[src/rtl/pwm_pkg.sv]
// Shared definitions for the multi-channel PWM generator: counting mode
// encodings and the up/down direction type used by the center-aligned counter.
package pwm_pkg;

  // Counting mode encodings as seen on the mode input and in the mode shadow.
  localparam logic MODE_EDGE   = 1'b0;
  localparam logic MODE_CENTER = 1'b1;

  // Direction of the shared period counter. Edge mode always counts up.
  typedef enum logic {
    DIR_UP   = 1'b0,
    DIR_DOWN = 1'b1
  } dir_t;

endpackage

[src/rtl/pwm_channel.sv]
// One PWM output channel. Holds its own shadowed compare value and polarity,
// compares them against the shared counter, and registers the output.
module pwm_channel
  import pwm_pkg::*;
#(
  parameter int WIDTH = 8
) (
  input  logic             clk,
  input  logic             res,
  input  logic             en,
  input  logic             load,
  input  logic [WIDTH-1:0] cmp_in,
  input  logic             pol_in,
  input  logic [WIDTH-1:0] cnt,
  output logic             pwm
);

  logic [WIDTH-1:0] cmp_sh;
  logic             pol_sh;
  logic             act;

  // The channel is active while the counter is below the compare value.
  // A compare of 0 is never active; one above the period is always active.
  assign act = (cnt < cmp_sh);

  // Shadow copies only change on the update point chosen by the top level,
  // so a compare written mid-period cannot produce a runt pulse.
  always_ff @(posedge clk or negedge res) begin
    if (!res) begin
      cmp_sh <= '0;
      pol_sh <= 1'b0;
    end else if (load) begin
      cmp_sh <= cmp_in;
      pol_sh <= pol_in;
    end
  end

  // Registered output: idle level when halted, polarity-adjusted compare otherwise.
  always_ff @(posedge clk or negedge res) begin
    if (!res) begin
      pwm <= 1'b0;
    end else if (en) begin
      pwm <= act ^ pol_sh;
    end else begin
      pwm <= pol_sh;
    end
  end

endmodule

[src/rtl/pwm_multi_gen.sv]
// Multi-channel PWM generator. A single period counter (edge- or
// center-aligned) is shared by CHANNELS comparators; period, mode, compare
// and polarity are shadowed so changes only take effect at a period boundary.
module pwm_multi_gen
  import pwm_pkg::*;
#(
  parameter int WIDTH    = 8,
  parameter int CHANNELS = 4
) (
  input  logic                      clk,
  input  logic                      res,
  input  logic                      en,
  input  logic                      mode,
  input  logic [WIDTH-1:0]          period,
  input  logic [CHANNELS*WIDTH-1:0] cmp,
  input  logic [CHANNELS-1:0]       pol,
  output logic [CHANNELS-1:0]       pwm_out,
  output logic                      period_tick,
  output logic [WIDTH-1:0]          cnt
);

  logic [WIDTH-1:0] period_sh;
  logic             mode_sh;
  dir_t             dir;

  logic [WIDTH-1:0] cnt_next;
  dir_t             dir_next;
  logic             load;
  logic             tick_next;

  // Next counter value and direction. Comparisons are made against the
  // current value before stepping, so a period of all ones never overflows.
  // Whenever the counter is about to return to 0 the direction resets to up,
  // which keeps a mode change at the update point clean.
  always_comb begin
    cnt_next = '0;
    dir_next = DIR_UP;
    if (en && (period_sh != '0)) begin
      if (mode_sh == MODE_EDGE) begin
        if (cnt >= period_sh) begin
          cnt_next = '0;
        end else begin
          cnt_next = cnt + WIDTH'(1);
        end
        dir_next = DIR_UP;
      end else begin
        if (dir == DIR_UP) begin
          if (cnt >= period_sh) begin
            cnt_next = cnt - WIDTH'(1);
            dir_next = DIR_DOWN;
          end else begin
            cnt_next = cnt + WIDTH'(1);
            dir_next = DIR_UP;
          end
        end else begin
          if (cnt == '0) begin
            cnt_next = '0;
          end else begin
            cnt_next = cnt - WIDTH'(1);
          end
          dir_next = DIR_DOWN;
        end
        if (cnt_next == '0) begin
          dir_next = DIR_UP;
        end
      end
    end
  end

  // Shadows follow the inputs while halted and otherwise refresh only on the
  // cycle that starts a new period; the tick marks that same boundary.
  assign load      = !en || (cnt_next == '0);
  assign tick_next = en && (cnt_next == '0) && ((cnt != '0) || (period_sh == '0));

  // Counter, direction state and period tick.
  always_ff @(posedge clk or negedge res) begin
    if (!res) begin
      cnt         <= '0;
      dir         <= DIR_UP;
      period_tick <= 1'b0;
    end else begin
      cnt         <= cnt_next;
      dir         <= dir_next;
      period_tick <= tick_next;
    end
  end

  // Shadow copies of the period and counting mode.
  always_ff @(posedge clk or negedge res) begin
    if (!res) begin
      period_sh <= '0;
      mode_sh   <= MODE_EDGE;
    end else if (load) begin
      period_sh <= period;
      mode_sh   <= mode;
    end
  end

  // One comparator/output stage per channel, all sharing the counter.
  for (genvar k = 0; k < CHANNELS; k++) begin : g_chan
    pwm_channel #(
      .WIDTH(WIDTH)
    ) u_chan (
      .clk   (clk),
      .res   (res),
      .en    (en),
      .load  (load),
      .cmp_in(cmp[k*WIDTH +: WIDTH]),
      .pol_in(pol[k]),
      .cnt   (cnt),
      .pwm   (pwm_out[k])
    );
  end

endmodule

[config.mk]
export PLATFORM = sky130hd
export DESIGN_NAME = pwm_multi_gen
export DESIGN_NICKNAME = d
export VERILOG_FILES = /design/src/rtl/pwm_pkg.sv /design/src/rtl/pwm_channel.sv /design/src/rtl/pwm_multi_gen.sv
export SDC_FILE = /design/constraint.sdc
export NUM_CORES = 1
export LEC_CHECK = 0
export CORE_ASPECT_RATIO = 0.8
export CORE_UTILIZATION = 49
export DETAILED_ROUTE_END_ITERATION = 7
export PLACE_DENSITY = 0.8
export SYNTH_ARGS = -nofsm -noshare
export SYNTH_HDL_FRONTEND = slang
export SYNTH_SLANG_ARGS = --single-unit
[constraint.sdc]
create_clock -name clk -period 3.7 [get_ports clk]
set_input_delay 0.74 -clock clk [delete_from_list [all_inputs] [get_ports clk]]
set_output_delay 0.74 -clock clk [all_outputs]
set_load 0.02 [all_outputs]
==> out/results.tsv, run 1 <==
metric	value	unit
status	complete, no violations	
DR vias/cell	5.46	
Hold Buf Count CTS	0	
Fin. Hold Viols	0	
biggest area consumer among synthesized cells	dfrtp_1	
area grow syn2layout	24.4	%
Yosys reg bits	59	
Inst Count DP	522	
RR Startpoint	period_sh[5]$_DFFE_PN0P_	
via count	2935	
Inserted Diodes	0	
r2r endpoint	g_chan[2].u_chan.cmp_sh[0]$_DFFE_PN0P_	
Avg Cell Area, Syn	10.9	sq um
Multi-input gate area	2130	sq um
Reg2Reg Setup Slack	0.25	ns
dpl ws	0.280	ns
sequential element share of the synthesized area	38.1	%
fill count	592	
port bufs	60	
pins over their slew limit	0	
CTS tree	done	
Setup TNS Final	0	ns
clock tree sinks	59	
data required time of the worst path	3.94	ns
final wirelength	9260	microns
Area contributors post-synth	dfrtp_1 (38%), ha_1 (13%), mux2_4 (12%)	
Setup Fix Bufs, Post-CTS	0	
Post-Synthesis Net Count	442	
worst setup margin	0.250	ns
unique cell type count in the Yosys netlist	50	
number of enable flip-flop cells after synthesis	0	
Reg2Reg Depth	11	
clock slew at reported path FFs	0.07	ns
initial antenna violation count	0	
first-pass GRT wire length	15000	microns
# rows	28	
Clock Skew	0.0120	ns
ys flop type	dfrtp_1	
drt first pass iters	4	
Placed Area	4640	sq um
Hold WC Path Type	flop to flop	
clk buf depth	2	
WS Path Type	flop to flop	
hpwl dp	6840	microns
Power Density	931	nW/um^2
Post-Syn Instances	355	
GRT Total Usage	24.6	%
gr ovfl total	0	
core area	7530	sq um
WL/cell	17.2	microns
Tmin final	3.45	ns
cell area after layout	4830	sq um
Synth top area share	38.1	%
GP Congestion	0.937	
f_max	290	MHz
fin cells	538	
async set-reset flop share out of synthesis	100	%
Total Nets Final	515	
total die area	8280	sq um
number of DRC markers in iteration 0	127	
critical path startpoint	period_sh[5]$_DFFE_PN0P_	
CTS root buf	clkbuf_8	
fraction of layout cells with a size suffix above 1	18.0	%
Crit. End Element	flop	
worst slew pin tran	0.938	ns
CP startpoint kind	flop	
leakage	2.41	nW
crit path to	g_chan[2].u_chan.cmp_sh[0]$_DFFE_PN0P_	
Clk Latency, worst-skew pair	0.35	ns
data arrival time of the worst path	3.69	ns
Tot Pwr	4.50	mW
Peak VDD IR	0.000650	V
CTS Buf Count	9	
final-report setup violation count	0	
Syn Std Cell Area	3880	sq um
Antenna Violating Nets Remaining	0	
max_slew headroom	37.5	%
Ports	61	
final worst-path cycle share	93.2	%
drc violations	0	
Die Width	101	microns
smallest hold slack	0.479	ns
hold path cells	1	
CTS resizes	0	
register area	1480	sq um
max_cap viols	0	
vias in the first global route	2962	
RSZ-0062 raised after global routing	no	
Synthesis Warnings	0	
largest net degree at the start of global routing	43	
H-tree Lvls	3	
worst-path fanout max	17	
Finished Core Util	64.1	%
Die H	81.6	microns
initial cell density of the core	51.5	%
where the power goes:
part | internal [mW] | total [mW] | switching, mW
logic | 1.47 | 2.76 | 1.29
registers | 0.973 | 1.16 | 0.191
clock network | 0.309 | 0.572 | 0.263
total | 2.75 | 4.50 | 1.74
cells in the final DEF (no fill, tap or decap), drive strengths merged, types with 2 or more instances in the layout:
| cell type | count |
|---|---|
| o211ai | 7 |
| a32oi | 3 |
| and3 | 2 |
| o2111ai | 2 |
| dfrtp | 59 |
| a31oi | 2 |
| or3 | 2 |
| xnor2 | 8 |
| nor2 | 6 |
| nand3 | 3 |
| a221oi | 3 |
| mux2 | 44 |
| o211a | 2 |
| a21o | 17 |
| nor4 | 7 |
| clkdlybuf4s50 | 59 |
| ha | 39 |
| or2 | 2 |
| nand4 | 3 |
| nor3 | 8 |
| a211oi | 4 |
| o21ai | 16 |
| nand2 | 14 |
| a21oi | 16 |
| buf | 18 |
| inv | 46 |
| clkbuf | 11 |
| nand2b | 6 |
| clkinv | 4 |
| and2 | 3 |
| o21a | 2 |
metal layers:
layer / part of all wire (%) / track usage, %
met1: 47 / 32.4
met2: 45 / 39.4
met3: 6.6 / 6.13
met4: 1.5 / 9.28
met5: 0 / 0
synthesized netlist by cell type (all sizes together), types with 7 or more instances:
cell type,instances
mux2,44
a21oi,16
nand2,14
buf,9
nor4,7
nor3,8
o21ai,16
inv,46
dfrtp,59
xnor2,8
ha,39
a21o,17
o211ai,7
final cells by class:
class | instances | share of cell area, %
tap | 105 | 2.72
multi-input combinational | 235 | 44.0
clock buffer | 11 | 2.72
clock inverter | 5 | 1.11
timing repair buffer | 77 | 15.2
sequential | 59 | 30.6
inverter | 46 | 3.58
logic make-up (layout without fill, tap and decap cells):
| family | count (synthesis) | in the layout | share of synthesized area, % |
|---|---|---|---|
| AOI/OAI and AO/OA | 81 | 81 | 15.2 |
| xor gates and xnor gates | 8 | 8 | 1.81 |
| adders and majority gates | 39 | 39 | 12.6 |
| buffers and inverters | 61 | 139 | 7.16 |
| DFF | 59 | 59 | 38.1 |
| muxes | 44 | 44 | 15.7 |
| and+or+nand+nor | 63 | 63 | 9.51 |
worst min-delay path by stage:
stage | start | end | slack [ns]
after detailed placement | g_chan[3].u_chan.pol_sh$_DFFE_PN0P_ | g_chan[3].u_chan.pwm$_DFF_PN0_ | 0.47
after global placement | g_chan[2].u_chan.pol_sh$_DFFE_PN0P_ | g_chan[2].u_chan.pwm$_DFF_PN0_ | 0.46
after floorplan | res | cnt[0]$_DFF_PN0_ | 0.44
final | g_chan[1].u_chan.pol_sh$_DFFE_PN0P_ | g_chan[1].u_chan.pwm$_DFF_PN0_ | 0.48
after CTS | g_chan[1].u_chan.pol_sh$_DFFE_PN0P_ | g_chan[1].u_chan.pwm$_DFF_PN0_ | 0.48
after global routing | g_chan[1].u_chan.pol_sh$_DFFE_PN0P_ | g_chan[1].u_chan.pwm$_DFF_PN0_ | 0.50
flip-flops by register name, summed over array words and instances, names as in the netlist:
name and cells:
g_chan.u_chan.cmp_sh 32, cnt 8, period_sh 8, g_chan.u_chan.pol_sh 4
g_chan.u_chan.pwm 4, dir 1, mode_sh 1, period_tick 1
critical path, stage by stage (launching register included):
cell and delay, ns:
dfrtp_1 0.39, inv_1 0.07, ha_1 0.29, a21o_1 0.22, a221oi_4 0.36, o211a_1 0.31
nor2_1 0.14, a221oi_1 0.37, o211ai_1 0.19, nor4_4 0.25, buf_4 0.37, mux2_2 0.37
Power figures use the tool's default switching activity.
==> run 2, diff against run 1 <==
Settings changed: CORE_UTILIZATION 49 to 52, PLACE_DENSITY 0.8 to 0.81.
Clock period 3.7 ns to 3.6 ns, I/O delays scaled along.
==> run 2 against run 1 <==
Clock skew decreased by 0.0054 ns. Via count increased by 4.7%. Cell area up 0.57%. Sequential power up 4%. Utilization up 4.7 points. Worst hold slack worse by 0.011 ns. Register-to-register slack worse by 0.06 ns. Die area fell by 5.6%. First-iteration DRC count is 92% higher. Clock power is 5.8% higher. Cell count decreased by 3.2%.
==> out/results.tsv, run 2 (same netlist as run 1, synthesis figures left out) <==
metric	value	unit	change
status	complete, no violations		
Ports	61		unchanged
fraction of layout cells with a size suffix above 1	18.9	%	+0.88 points
CTS root buf	clkbuf_8		
Fin. Hold Viols	0		unchanged
drc violations	0		unchanged
# rows	27		-3.6%
core area	7060	sq um	-6.3%
Inserted Diodes	0		unchanged
pins over their slew limit	0		unchanged
data required time of the worst path	3.82	ns	-0.12 ns
initial cell density of the core	55.0	%	+3.4 points
GRT Total Usage	26.1	%	+1.5 points
f_max	292	MHz	
clock tree sinks	59		unchanged
total die area	7810	sq um	-5.6%
Total Nets Final	516		+0.19%
vias in the first global route	3066		+3.5%
dpl ws	0.0117	ns	-0.268 ns
via count	3074		+4.7%
WL/cell	18.2	microns	+5.8%
CP cell instances	clkdlybuf4s50_1 -> nand2_1 -> a21oi_1 -> nand2_1 -> nor2_1 -> a21oi_1 -> o211ai_1 -> nor4_4 -> buf_4 -> clkbuf_16 -> mux2_1		
Tmin final	3.42	ns	
CP startpoint kind	input port		
Antenna Violating Nets Remaining	0		unchanged
Reg with most FFs	g_chan.u_chan.cmp_sh		
final-report setup violation count	0		unchanged
Hold WC Path Type	input port to async pin		
Power Density	990	nW/um^2	+6.3%
Setup TNS Final	0	ns	unchanged
WS Path Type	input port to flop		
max_slew headroom	46.2	%	+8.7 points
commonest cells after routing, fill and taps aside	dfrtp_1 (59), clkdlybuf4s50_1 (59), inv_1 (46), ha_1 (39), mux2_4 (30)		
port bufs	60		unchanged
number of DRC markers in iteration 0	244		+92%
initial antenna violation count	0		unchanged
area grow syn2layout	25.1	%	
clock slew at reported path FFs	0.07	ns	about the same
Die Width	98.6	microns	-2.9%
CTS tree	done		
worst slew pin tran	0.807	ns	-0.131 ns
leakage	2.43	nW	+0.81%
clk buf depth	2		unchanged
max_cap viols	0		unchanged
data arrival time of the worst path	3.64	ns	-0.05 ns
largest registers	g_chan.u_chan.cmp_sh (32), cnt (8), period_sh (8)		
H-tree Lvls	3		unchanged
Placed Area	4600	sq um	-0.81%
hpwl dp	6600	microns	-3.4%
RSZ-0062 raised after global routing	no		
largest net degree at the start of global routing	47		+9.3%
CP max-delay cell	clkdlybuf4s50_1		
Clock Skew	0.00663	ns	-0.00541 ns
Hold Buf Count CTS	0		unchanged
cell area after layout	4850	sq um	+0.57%
Peak VDD IR	0.000382	V	-41%
drt first pass iters	7		+3
GP Congestion	1.07		+15%
max FFs per register	32		unchanged
max incr delay on CP	0.53	ns	+0.14 ns
final wirelength	9490	microns	+2.4%
worst-path fanout max	12		-5
final worst-path cycle share	95.0	%	
DR vias/cell	5.90		+8.2%
Crit. End Element	flop		
Die H	79.3	microns	-2.9%
first-pass GRT wire length	15400	microns	+2.7%
CTS Buf Count	9		unchanged
Clk Latency, worst-skew pair	0.34	ns	about the same
worst setup margin	0.178	ns	-0.0717 ns
gr ovfl total	0		unchanged
[run 2: cell types whose count changed in the layout (fill, tap and decap cells not counted), sizes merged]
cell      previous run  this run
clkinv               4         3
clkinvlp             0         1
clkbuf              11        12
[run 2: metrics by stage]
stage	total power, mW	cells	utilization, %	hold WS [ns]
detailed placement	4.01	502	65.2	0.466
floorplan	3.38	355	-	0.424
global route	5.15	521	68.8	0.492
finish	4.81	521	68.8	0.468
CTS	4.65	518	68.0	0.479
global placement	3.89	502	65.2	0.458
[run 2: power breakdown]
group	leakage [nW]	total (mW)	switching, mW	internal, mW
clock network	0.0991	0.605	0.270	0.335
logic	1.62	2.99	1.40	1.60
registers	0.708	1.21	0.209	1.00
total	2.43	4.81	1.87	2.93
[run 2: what timing repair did]
item,CTS,global route
setup buffers,0,1
resized for setup,0,6
endpoints found under the setup margin,0,44
[run 2: worst paths after layout]
path,from,endpoint,slack [ns],depth (start not counted)
min in group clk,g_chan[0].u_chan.cmp_sh[1]$_DFFE_PN0P_,g_chan[0].u_chan.cmp_sh[1]$_DFFE_PN0P_,0.48,1
worst min-delay path,res,g_chan[3].u_chan.cmp_sh[2]$_DFFE_PN0P_,0.47,1
worst max-delay path,en,g_chan[0].u_chan.cmp_sh[2]$_DFFE_PN0P_,0.18,11
worst min register to register,g_chan[0].u_chan.cmp_sh[1]$_DFFE_PN0P_,g_chan[0].u_chan.cmp_sh[1]$_DFFE_PN0P_,0.48,1
worst max register to register,period_sh[7]$_DFFE_PN0P_,g_chan[0].u_chan.cmp_sh[2]$_DFFE_PN0P_,0.19,12
max in group asynchronous,res,mode_sh$_DFFE_PN0P_,2.44,2
[run 2: area by class of cell]
class                           count  area, sq um
Clock buffer                       11          141
Multi-Input combinational cell    235         2140
Timing Repair Buffer               78          764
Tap cell                           87          109
Clock inverter                      5         52.6
Sequential cell                    59         1480
Fill cell                         543         2210
Inverter                           46          173
[run 2: routing by layer]
metal	routed length, microns	vias up	part of all wire (%)	global-route usage, %
met1	4170	1489	44	33.6
met3	771	24	8.1	8.36
li1	-	1415	-	-
met5	0	-	0	0
met4	217	0	2.3	9.10
met2	4330	146	46	41.7
[run 2: worst max-delay path, delay by kind of cell]
kind / cells / cell delay, ns
AOI/OAI and AO/OA: 3 / 0.92
buffers and inverters: 3 / 0.88
and+or+nand+nor: 4 / 0.78
muxes: 1 / 0.32
